<file path="src/rtl/tuner_pkg.sv">
// Shared tuner types: FFT sizing, magnitude width and the peak finder states.
package tuner_pkg;

    localparam int FFT_POINTS = 1024;
    localparam int BIN_W      = $clog2(FFT_POINTS);
    localparam int MAG_W      = 64;

    typedef enum logic [1:0] {
        IDLE,
        ACCUM,
        REPORT
    } state_t;

endpackage

</file>
<file path="src/rtl/median3.sv">
// Combinational median of three bin indices.
module median3
    import tuner_pkg::*;
#(
    parameter int W = BIN_W
) (
    input  logic [W-1:0] a,
    input  logic [W-1:0] b,
    input  logic [W-1:0] c,
    output logic [W-1:0] med
);

    logic [W-1:0] lo_ab;
    logic [W-1:0] hi_ab;
    logic [W-1:0] lo_hc;

    always_comb begin
        lo_ab = (a < b) ? a : b;
        hi_ab = (a < b) ? b : a;
        lo_hc = (hi_ab < c) ? hi_ab : c;
        med   = (lo_ab > lo_hc) ? lo_ab : lo_hc;
    end

endmodule

</file>
<file path="src/rtl/fft_peak_finder.sv">
// Per-frame windowed peak search over the FFT magnitude stream.
// Define PEAK_MEDIAN_EN to report the median bin of the last three frames.
module fft_peak_finder #(
    parameter int          FFT_POINTS = 1024,
    parameter int          MIN_BIN    = 2,
    parameter int          MAX_BIN    = 511,
    parameter logic [63:0] THRESH     = 64'd4096
) (
    input  logic                          CLOCK_50,
    input  logic                          reset_n,
    input  logic                          start,
    input  logic [63:0]                   mag,
    output logic                          done,
    output logic                          peak_valid,
    output logic                          peak_found,
    output logic [$clog2(FFT_POINTS)-1:0] peak_bin,
    output logic [63:0]                   peak_mag
);

    import tuner_pkg::*;

    localparam int BW = $clog2(FFT_POINTS);
    localparam logic [BW-1:0] LO_BIN  = BW'(MIN_BIN);
    localparam logic [BW-1:0] HI_BIN  = BW'(MAX_BIN);
    localparam logic [BW-1:0] LAST_BIN = BW'(FFT_POINTS - 1);

    state_t           state;
    state_t           state_n;
    logic [BW-1:0]    cnt;
    logic [MAG_W-1:0] run_max;
    logic [BW-1:0]    max_bin;

    logic             acc;
    logic             last;
    logic             upd;
    logic [MAG_W-1:0] max_n;
    logic [BW-1:0]    bin_n;
    logic             found_n;
    logic [BW-1:0]    raw_n;
    logic [BW-1:0]    rep_bin;

    always_ff @(posedge CLOCK_50) begin
        if (!reset_n) state <= IDLE;
        else          state <= state_n;
    end

    always_comb begin
        state_n = state;
        unique case (state)
            IDLE:    if (acc) state_n = last ? REPORT : ACCUM;
            ACCUM:   if (last) state_n = REPORT;
            REPORT:  state_n = IDLE;
            default: state_n = IDLE;
        endcase
    end

    // The last bin folds into the result on its own accept edge,
    // so the pulse lands in the REPORT cycle.
    always_comb begin
        acc     = start && done && (state != REPORT);
        last    = acc && (cnt == LAST_BIN);
        upd     = acc && (cnt >= LO_BIN) && (cnt <= HI_BIN)
                  && (mag > run_max);
        max_n   = upd ? mag : run_max;
        bin_n   = upd ? cnt : max_bin;
        found_n = (max_n >= THRESH);
        raw_n   = found_n ? bin_n : '0;
    end

`ifdef PEAK_MEDIAN_EN
    logic [BW-1:0] hist0;
    logic [BW-1:0] hist1;
    logic [1:0]    seen;
    logic [BW-1:0] med;

    median3 #(.W(BW)) u_median3 (
        .a   (raw_n),
        .b   (hist0),
        .c   (hist1),
        .med (med)
    );

    always_comb rep_bin = (seen == 2'd2) ? med : raw_n;

    always_ff @(posedge CLOCK_50) begin
        if (!reset_n) begin
            hist0 <= '0;
            hist1 <= '0;
            seen  <= '0;
        end else if (last) begin
            hist0 <= raw_n;
            hist1 <= hist0;
            if (seen != 2'd2) seen <= seen + 2'd1;
        end
    end
`else
    always_comb rep_bin = raw_n;
`endif

    always_ff @(posedge CLOCK_50) begin
        if (!reset_n) begin
            done       <= 1'b0;
            peak_valid <= 1'b0;
            peak_found <= 1'b0;
            peak_bin   <= '0;
            peak_mag   <= '0;
            cnt        <= '0;
            run_max    <= '0;
            max_bin    <= '0;
        end else begin
            done       <= (state_n != REPORT);
            peak_valid <= last;
            if (state == REPORT) begin
                cnt     <= '0;
                run_max <= '0;
                max_bin <= '0;
            end else if (acc) begin
                cnt     <= cnt + 1'b1;
                run_max <= max_n;
                max_bin <= bin_n;
            end
            if (last) begin
                peak_found <= found_n;
                peak_mag   <= max_n;
                peak_bin   <= rep_bin;
            end
        end
    end

endmodule

</file>
<file path="config.mk">
export PLATFORM = sky130hd
export DESIGN_NAME = fft_peak_finder
export DESIGN_NICKNAME = d
export VERILOG_FILES = /design/src/rtl/tuner_pkg.sv /design/src/rtl/median3.sv /design/src/rtl/fft_peak_finder.sv
export SDC_FILE = /design/constraint.sdc
export NUM_CORES = 1
export LEC_CHECK = 0
export BUFFER_PORTS_ARGS = -buffer_cell sky130_fd_sc_hd__buf_2
export CAP_MARGIN = 40
export CORE_UTILIZATION = 45
export CTS_BUF_LIST = sky130_fd_sc_hd__clkbuf_8
export CTS_CLUSTER_DIAMETER = 150
export CTS_CLUSTER_SIZE = 28
export DETAILED_ROUTE_END_ITERATION = 12
export PLACE_DENSITY_LB_ADDON = 0.12
export SLEW_MARGIN = 20
export SYNTH_ARGS = -nofsm -noshare
export SYNTH_HDL_FRONTEND = slang
export SYNTH_SLANG_ARGS = --single-unit
</file>
<file path="constraint.sdc">
create_clock -name CLOCK_50 -period 3.15 [get_ports CLOCK_50]
set_input_delay 0.1575 -clock CLOCK_50 [delete_from_list [all_inputs] [get_ports CLOCK_50]]
set_output_delay 0.1575 -clock CLOCK_50 [all_outputs]
set_load 0.05 [all_outputs]
</file>
==> results_dict.tcl <==
set metrics [dict create \
    status "finished, final reports clean" \
    drc_errors 0 \
    fp.dieArea_um2 17000 \
    ys_ff_latch 163 \
    grt_overflow 0 \
    htree_num_levels 4 \
    chipHeight_um 130 \
    hold_class "input port to flip-flop" \
    dp_hpwl_um 13100 \
    antenna_found_initial 0 \
    n_fill_cell 1475 \
    grt_pass1_vias 6161 \
    post-route-period-util_pct 92.0 \
    maxCapViolCount 0 \
    core_area_um2 16000 \
    ys.flop_type "dfxtp_1" \
    rsz0062_at_grt "false" \
    first_pass_iters 5 \
    cts-buffers-inserted 17 \
    hold_viol_final 0 \
    ys_types 45 \
    grt_max_degree 85 \
    multi_input_area_um2 3670 \
    syn_to_final_growth_pct 26.3 \
    timing.final.crit_period_ns 2.90 \
    port_buffers 143 \
    criticalPathCategory "flip-flop to flip-flop" \
    dr_wl_met2_um 8920 \
    initial_core_util_pct 46.4 \
    syn_avg_cell_area_um2 8.97 \
    via_per_inst 5.44 \
    clk_pin_slew_ns 0.08 \
    wl_met1_um 9450 \
    cp.required_ns 3.54 \
    synth_edf_count 0 \
    syn_nets 961 \
    drt_iter0_drc 398 \
    grt_pass1_wl_um 31100 \
    tightestPinTransition_ns 0.777 \
    cp_max_fo 31 \
    die_width_um 130 \
    fmax_mhz 345 \
    netlist_area_um2 7420 \
    cp-start-kind "flip-flop" \
    async_flop_share_pct 0 \
    finalWirelength_um 19600 \
    report.final.slew_viol_count 0 \
    finalPower_uw 4020 \
    power_density_nw_per_um2 429 \
    slew-limit-headroom_pct 47.7 \
    avgRoutedWirePerCell_um 15.7 \
    layout_common_cells "dfxtp_1 (163), buf_2 (143), a21oi_1 (103)" \
    ctsRootBufferMaster "clkbuf_8" \
    routed-via-count 6755 \
    drive_gt1_share_pct 19.6 \
    detailroute.wirelength.met3_um 929 \
    rows 46 \
    crit_arrival_ns 3.29 \
    clock_sinks 163 \
    gp_congestion 0.794 \
    mostFrequentLayoutCell "dfxtp_1" \
    grt.total_usage_pct 23.5 \
    peakVddDrop_uv 265 \
    fin_tns_setup_ns 0 \
    p_leak_uw 0.00375 \
    io_pins 144 \
    top_layer "met4" \
    clockBufferDepth 2 \
    endpoint_kind "flip-flop" \
    cts_tree "done" \
    setup_viol_count_final 0 \
    synth_warnings 0 \
    antenna_cells 0 \
    area.sequential_um2 3260 \
    ys_seq_area_share_pct 44.0 \
    antenna_left 0 \
    fin_nets 1148 \
    clock_skew_ns 0.0134 \
    syn_inst 828 \
    clock_latency_ns 0.46 \
]
power by group:
group / leakage, µW / switching [µW] / internal (µW)
clock: 0.000180 / 763 / 647
sequential: 0.00131 / 24.0 / 2080
combinational: 0.00226 / 287 / 215
per-stage QoR:
| step | cells | setup WS (ns) | hold slack [ns] | cell area (µm²) | utilization (%) |
|---|---|---|---|---|---|
| CTS | 1242 | 0.232 | 0.0843 | 9370 | 58.6 |
| global route | 1242 | 0.0521 | 0.123 | 9380 | 58.6 |
| global placement | 1146 | 0.260 | 0.399 | 8350 | 52.2 |
| finish | 1242 | 0.253 | 0.109 | 9380 | 58.6 |
| floorplan | 828 | 0.811 | 0.275 | 7420 | - |
| detailed placement | 1147 | 0.273 | 0.394 | 8370 | 52.3 |
flip-flops by register name, summed over array words and instances (netlist names):
name	flops
cnt	10
state	2
peak_bin	10
peak_mag	64
peak_valid	1
run_max	64
peak_found	1
done	1
max_bin	10
critical path: stages, from the launching register on:
cell and delay, ns:
dfxtp_1 0.39, inv_1 0.06, ha_1 0.32, nand4_1 0.17
nor4_1 0.45, nand4_1 0.26, a31oi_2 0.33, a2111o_2 0.36
buf_12 0.24, nand3_1 0.10, a21oi_1 0.14
path summary, 6_finish.rpt:
path                from          end  slack [ns]  cells past startpoint
max          run_max[61]   run_max[0]        0.25                     10
min              reset_n  peak_bin[9]        0.11                      3
max reg2reg  run_max[61]   run_max[0]        0.25                     10
min reg2reg   max_bin[9]   max_bin[9]        0.44                      2
final cells by class:
class | count | share of cell area [%]
Tap cell | 216 | 2.88
Clock buffer | 19 | 2.79
Multi-Input combinational cell | 542 | 39.1
Timing Repair Buffer | 223 | 16.7
Clock inverter | 11 | 0.961
Inverter | 68 | 2.72
Sequential cell | 163 | 34.8
synth_stat cells, types with 2 or more instances:
master     number  area (µm²)
o21ai_1        15        75.1
buf_6           6        67.6
nor4_1         18         113
nand4_1        16         100
o21a_1          2        15.0
a2bb2oi_1       2        17.5
nand2_1        30         113
ha_1           66         826
nand2b_1        2        12.5
a22oi_1         2        15.0
nor2_1         23        86.3
o21ai_0        70         350
a21oi_1       103         515
a22o_1         73         639
a21o_1          3        22.5
nor3_1          3        15.0
xor2_1          4        35.0
dfxtp_1       163        3260
and3_1          3        18.8
clkbuf_2        7        35.0
inv_1          68         255
buf_2           7        35.0
clkbuf_1       32         120
and4_1          3        26.3
xnor2_1         2        17.5
a211oi_1        3        22.5
nor3_2          2        20.0
nand3_1        79         395
a221oi_1        2        17.5
buf_4           2        15.0
or3_1           3        18.8
routing by layer:
layer / up-vias / global-route usage, %
met2: 160 / 37.7
met3: 22 / 4.23
met4: 0 / 7.78
met1: 3189 / 31.9
li1: 3384 / -
met5: - / 0
kinds of logic after synthesis:
family | after synthesis | synth area share (%)
fa+ha+maj | 66 | 11.1
xor+xnor | 6 | 0.708
compound gates | 283 | 24.1
flops | 163 | 44.0
simple gates | 187 | 12.9
buf+inv | 123 | 7.16
repair_timing:
item	CTS	global route
buffers inserted	0	0
endpoints found under the setup margin	0	1
hold endpoints to repair	65	0
resized for setup	0	1
hold buffers	65	0
(Power assumes the default switching activity.)
